**config.mk**
```make
export PLATFORM = sky130hd
export DESIGN_NAME = uart_receiver
export DESIGN_NICKNAME = d
export VERILOG_FILES = /design/src/rtl/uart_pkg.sv /design/src/rtl/oversample_tick_gen.sv /design/src/rtl/uart_receiver.sv
export SDC_FILE = /design/constraint.sdc
export NUM_CORES = 1
export LEC_CHECK = 0
export ABC_AREA = 1
export BUFFER_PORTS_ARGS = -buffer_cell sky130_fd_sc_hd__buf_4
export CORE_MARGIN = 2
export CORE_UTILIZATION = 66
export CTS_BUF_LIST = sky130_fd_sc_hd__clkbuf_4
export DETAILED_ROUTE_END_ITERATION = 10
export GPL_ROUTABILITY_DRIVEN = 0
export PLACE_DENSITY = 0.87
export SKIP_LAST_GASP = 1
export SYNTH_ARGS = -nofsm -noshare
export SYNTH_HDL_FRONTEND = slang
export SYNTH_SLANG_ARGS = --single-unit
```
**constraint.sdc**
```tcl
create_clock -name clk -period 2.4 [get_ports clk]
set_clock_uncertainty 0.1 [all_clocks]
set_input_delay 0.36 -clock clk [delete_from_list [all_inputs] [get_ports clk]]
set_output_delay 0.36 -clock clk [all_outputs]
set_load 0.02 [all_outputs]
```
**src/rtl/uart_pkg.sv**
```systemverilog
// Shared UART definitions: receiver FSM encoding and the oversample divider
// used by both the receive tick generator and the transmit baud generator.
package uart_pkg;

  typedef enum logic [1:0] {
    IDLE  = 2'd0,
    START = 2'd1,
    DATA  = 2'd2,
    STOP  = 2'd3
  } rx_state_t;

  // Integer floor; the resulting rate error is absorbed by mid-bit sampling.
  function automatic int calc_div(input int clk_freq, input int baud, input int oversample);
    return clk_freq / (baud * oversample);
  endfunction

  function automatic logic majority3(input logic [2:0] w);
    logic [1:0] ones;
    ones = 2'(w[0]) + 2'(w[1]) + 2'(w[2]);
    return (ones >= 2'd2);
  endfunction

endpackage

```
**src/rtl/oversample_tick_gen.sv**
```systemverilog
// One-clk tick every DIV clocks while enabled; held at zero when disabled so
// the tick phase restarts from the moment enable rises.
module oversample_tick_gen #(
  parameter int DIV = 27
) (
  input  logic clk,
  input  logic rst,
  input  logic enable,
  output logic tick
);

  localparam int CW = (DIV > 1) ? $clog2(DIV) : 1;
  localparam logic [CW-1:0] LAST = CW'(DIV - 1);

  logic [CW-1:0] cnt;

  always_ff @(posedge clk or posedge rst) begin
    if (rst) begin
      cnt <= '0;
    end else if (!enable || cnt == LAST) begin
      cnt <= '0;
    end else begin
      cnt <= cnt + 1'b1;
    end
  end

  assign tick = enable && (cnt == LAST);

endmodule

```
**src/rtl/uart_receiver.sv**
```systemverilog
// 8N1 UART receiver with 2-flop input sync, 3-sample majority vote at mid-bit
// and single-cycle data_ready / framing_error strobes (mutually exclusive).
module uart_receiver
  import uart_pkg::*;
#(
  parameter int CLK_FREQ   = 50000000,
  parameter int BAUD       = 115200,
  parameter int OVERSAMPLE = 16
) (
  input  logic       clk,
  input  logic       rst,
  input  logic       RxD,
  output logic [7:0] data,
  output logic       data_ready,
  output logic       framing_error,
  output logic       busy
);

  localparam int DIV = calc_div(CLK_FREQ, BAUD, OVERSAMPLE);
  localparam int SW  = $clog2(OVERSAMPLE);
  localparam logic [SW-1:0] S_MID = SW'(OVERSAMPLE / 2 - 1);
  localparam logic [SW-1:0] S_BIT = SW'(OVERSAMPLE - 1);

  logic            rx_m, rx_s, rx_d;
  rx_state_t       state, state_n;
  logic [SW-1:0]   s, s_n;
  logic [2:0]      i, i_n;
  logic [7:0]      shift_reg, shift_n, data_n;
  logic [1:0]      win;
  logic            tick, bit_val, dr_n, fe_n;

  always_ff @(posedge clk or posedge rst) begin
    if (rst) begin
      rx_m <= 1'b1;
      rx_s <= 1'b1;
      rx_d <= 1'b1;
    end else begin
      rx_m <= RxD;
      rx_s <= rx_m;
      rx_d <= rx_s;
    end
  end

  oversample_tick_gen #(.DIV(DIV)) u_tick (
    .clk    (clk),
    .rst    (rst),
    .enable (busy),
    .tick   (tick)
  );

  assign busy = (state != IDLE);

  // The two previous tick samples plus the current one form the vote window.
  assign bit_val = majority3({win, rx_s});

  always_ff @(posedge clk or posedge rst) begin
    if (rst) begin
      state         <= IDLE;
      s             <= '0;
      i             <= '0;
      shift_reg     <= '0;
      win           <= 2'b11;
      data          <= 8'h00;
      data_ready    <= 1'b0;
      framing_error <= 1'b0;
    end else begin
      state         <= state_n;
      s             <= s_n;
      i             <= i_n;
      shift_reg     <= shift_n;
      data          <= data_n;
      data_ready    <= dr_n;
      framing_error <= fe_n;
      if (tick) begin
        win <= {win[0], rx_s};
      end
    end
  end

  always_comb begin
    state_n = state;
    s_n     = s;
    i_n     = i;
    shift_n = shift_reg;
    data_n  = data;
    dr_n    = 1'b0;
    fe_n    = 1'b0;
    case (state)
      IDLE: begin
        if (rx_d && !rx_s) begin
          state_n = START;
          s_n     = '0;
          i_n     = '0;
        end
      end
      START: begin
        if (tick) begin
          if (s == S_MID) begin
            s_n     = '0;
            state_n = bit_val ? IDLE : DATA;
          end else begin
            s_n = s + 1'b1;
          end
        end
      end
      DATA: begin
        if (tick) begin
          if (s == S_BIT) begin
            s_n     = '0;
            shift_n = {bit_val, shift_reg[7:1]};
            if (i == 3'd7) begin
              state_n = STOP;
            end else begin
              i_n = i + 1'b1;
            end
          end else begin
            s_n = s + 1'b1;
          end
        end
      end
      STOP: begin
        if (tick) begin
          if (s == S_BIT) begin
            s_n     = '0;
            state_n = IDLE;
            if (bit_val) begin
              data_n = shift_reg;
              dr_n   = 1'b1;
            end else begin
              fe_n = 1'b1;
            end
          end else begin
            s_n = s + 1'b1;
          end
        end
      end
      default: state_n = IDLE;
    endcase
  end

endmodule

```
==> flow_summary.json <==
{
  "status": "complete, no violations",
  "cp.arrival_ns": 2.09,
  "grt_remaining_overflow": 0,
  "cp-end-kind": "register",
  "numPortBuffers": 13,
  "critical_path_depth": 5,
  "ys_types": 23,
  "slowest_stage": "nor3_4",
  "mostFrequentLayoutCell": "nand2_1",
  "leakagePower_uw": 0.000937,
  "crit_path_max_incr_delay_ns": 0.58,
  "viasPerCell": 5.38,
  "post-route-min-period_ns": 1.94,
  "diodes": 0,
  "coreArea_um2": 2480,
  "first_pass_iters": 4,
  "reg2reg_depth": 5,
  "grt_max_degree": 38,
  "cts_sinks": 37,
  "ctsResizeCount": 0,
  "fmaxAchievable_mhz": 516,
  "crit_fanout": 16,
  "clock_latency_ns": 0.33,
  "rsz0062_at_grt": "false",
  "post_cts_buffers": 0,
  "required_ns": 2.55,
  "dieArea_um2": 3050,
  "cts.path.max_buffers": 2,
  "grt_pass1_wl_um": 5000,
  "crit_family": "simple AND/OR/NAND/NOR gates",
  "drive_gt1_frac": 0.217,
  "fill_cells": 179,
  "cp-start-kind": "register",
  "gr-usage-all-layers": 0.240,
  "yosys_warnings": 0,
  "cts-root-buf": "clkbuf_4",
  "path_class": "register to register",
  "grt_pass1_vias": 1138,
  "syn_nets": 196,
  "cts-buffers-inserted": 5,
  "relSlewSlack": 0.619,
  "synth_area_um2": 1730,
  "die_y_um": 55.2,
  "htreeDepth": 2,
  "p_per_area_nw_per_um2": 787,
  "start_util": 0.698,
  "numPlacedInstances": 229,
  "max-vdd-ir-drop_uv": 675,
  "slew_viol_final": 0,
  "worstMarginPinSlew_ns": 0.570,
  "dr.first_iter.drc_count": 36,
  "postCtsHoldBufs": 0,
  "drc_errors": 0,
  "hold_violations": 0,
  "routed_wl_um": 3110,
  "placed_cell_area_um2": 1850,
  "antenna_found_initial": 0,
  "tns_ns": 0,
  "via_count": 1276,
  "hold_path_class": "input pin to async pin",
  "syn-mean-instance-area_um2": 9.25,
  "total_power_uw": 1500,
  "syn_to_final_growth_pct": 9.84,
  "std_cell_rows": 18,
  "synth_seq_cells": 37,
  "worst-path-buf-inv": 0,
  "ant_nets": 0,
  "post-route-period-util": 0.808,
  "tritoncts": "done",
  "nets": 215,
  "layout_common_cells": "nand2_1 (48), dfrtp_1 (32), inv_1 (22), nor2_1 (18), o21ai_0 (15)",
  "post_drt_wl_per_cell_um": 13.1,
  "die_w_um": 55.2,
  "num_io_pins": 14,
  "netlist_instances": 187,
  "fin_cells": 237,
  "cap_viol_max_count": 0,
  "dp_hpwl_um": 2210,
  "crit_chain": "ha_1, nand3_1, nor3_4, nand2_1, o21ai_0",
  "path_clk_slew_ns": 0.11,
  "ys_seq_area_frac": 0.539,
  "setup_viol": 0,
  "finalInstanceArea_um2": 1900
}
per-stage QoR:
| step | utilization | hold slack (ns) | worst slack [ns] |
|---|---|---|---|
| 2_1_floorplan | - | 0.245 | 0.762 |
| 3_3_place_gp | 0.746 | 0.246 | 0.572 |
| 3_5_place_dp | 0.746 | 0.260 | 0.504 |
| 4_1_cts | 0.767 | 0.0273 | 0.482 |
| 5_1_grt | 0.767 | 0.0160 | 0.290 |
| 6_report | 0.767 | 0.0138 | 0.461 |
report_power, final:
group          switching (uW)  internal, uW
Sequential               66.3           682
Combinational             300           143
Clock                     198           106
Total                     564           931
final timing paths:
path / slack, ns / start / end
max in group asynchronous: 1.84 / rst / rx_m
worst min-delay path: 0.01 / rst / i[0]
worst max register to register: 0.46 / s[0] / shift_reg[2]
worst max-delay path: 0.46 / s[0] / shift_reg[2]
min in group clk: 0.03 / RxD / rx_m
worst min register to register: 0.27 / rx_m / rx_s
kinds of logic after synthesis:
| kind of cell | Yosys count | share of synthesized area |
|---|---|---|
| fa+ha+maj | 6 | 0.0434 |
| compound gates | 35 | 0.130 |
| buf+inv | 27 | 0.0673 |
| flops | 37 | 0.539 |
| simple gates | 82 | 0.220 |
layout make-up:
cell class	instances	area (um^2)	share of cell area
Clock buffer	5	37.5	0.0198
Clock inverter	3	12.5	0.00659
Tap cell	30	37.5	0.0198
Timing Repair Buffer	14	105	0.0553
Multi-Input combinational cell	123	681	0.358
Inverter	25	93.8	0.0494
Sequential cell	37	932	0.491
worst min-delay path, cell delays in order:
cell	delay (ns)
buf_4	0.10
inv_1	0.04
buf_4	0.39
routing by layer:
| metal | up-vias | wire length (um) | track usage |
|---|---|---|---|
| met5 | - | 0 | 0 |
| met4 | 0 | 27 | 0.0854 |
| met3 | 4 | 125 | 0.0591 |
| met2 | 31 | 1660 | 0.417 |
| met1 | 608 | 1300 | 0.290 |
| li1 | 633 | - | - |
cells in the mapped netlist:
library cell   n  area share
o21bai_1       1      0.0043
dfstp_2        5       0.076
o21ai_0       15       0.043
nor2_1        18       0.039
inv_2          3      0.0065
dfrtp_1       32        0.46
a22o_1         1      0.0051
nor3b_1        1      0.0043
o21ai_2       10       0.051
nand2_4        1      0.0065
buf_6          2       0.013
ha_1           6       0.043
a21o_2         1      0.0051
nand3_4        2       0.020
a21oi_1        6       0.017
nor3_4         1      0.0094
or2_2          1      0.0036
nand2_1       48        0.10
inv_1         22       0.048
o211ai_1       1      0.0043
nor2_4         1      0.0065
nand3_1        8       0.023
nor3_1         1      0.0029
(Power assumes the default switching activity.)
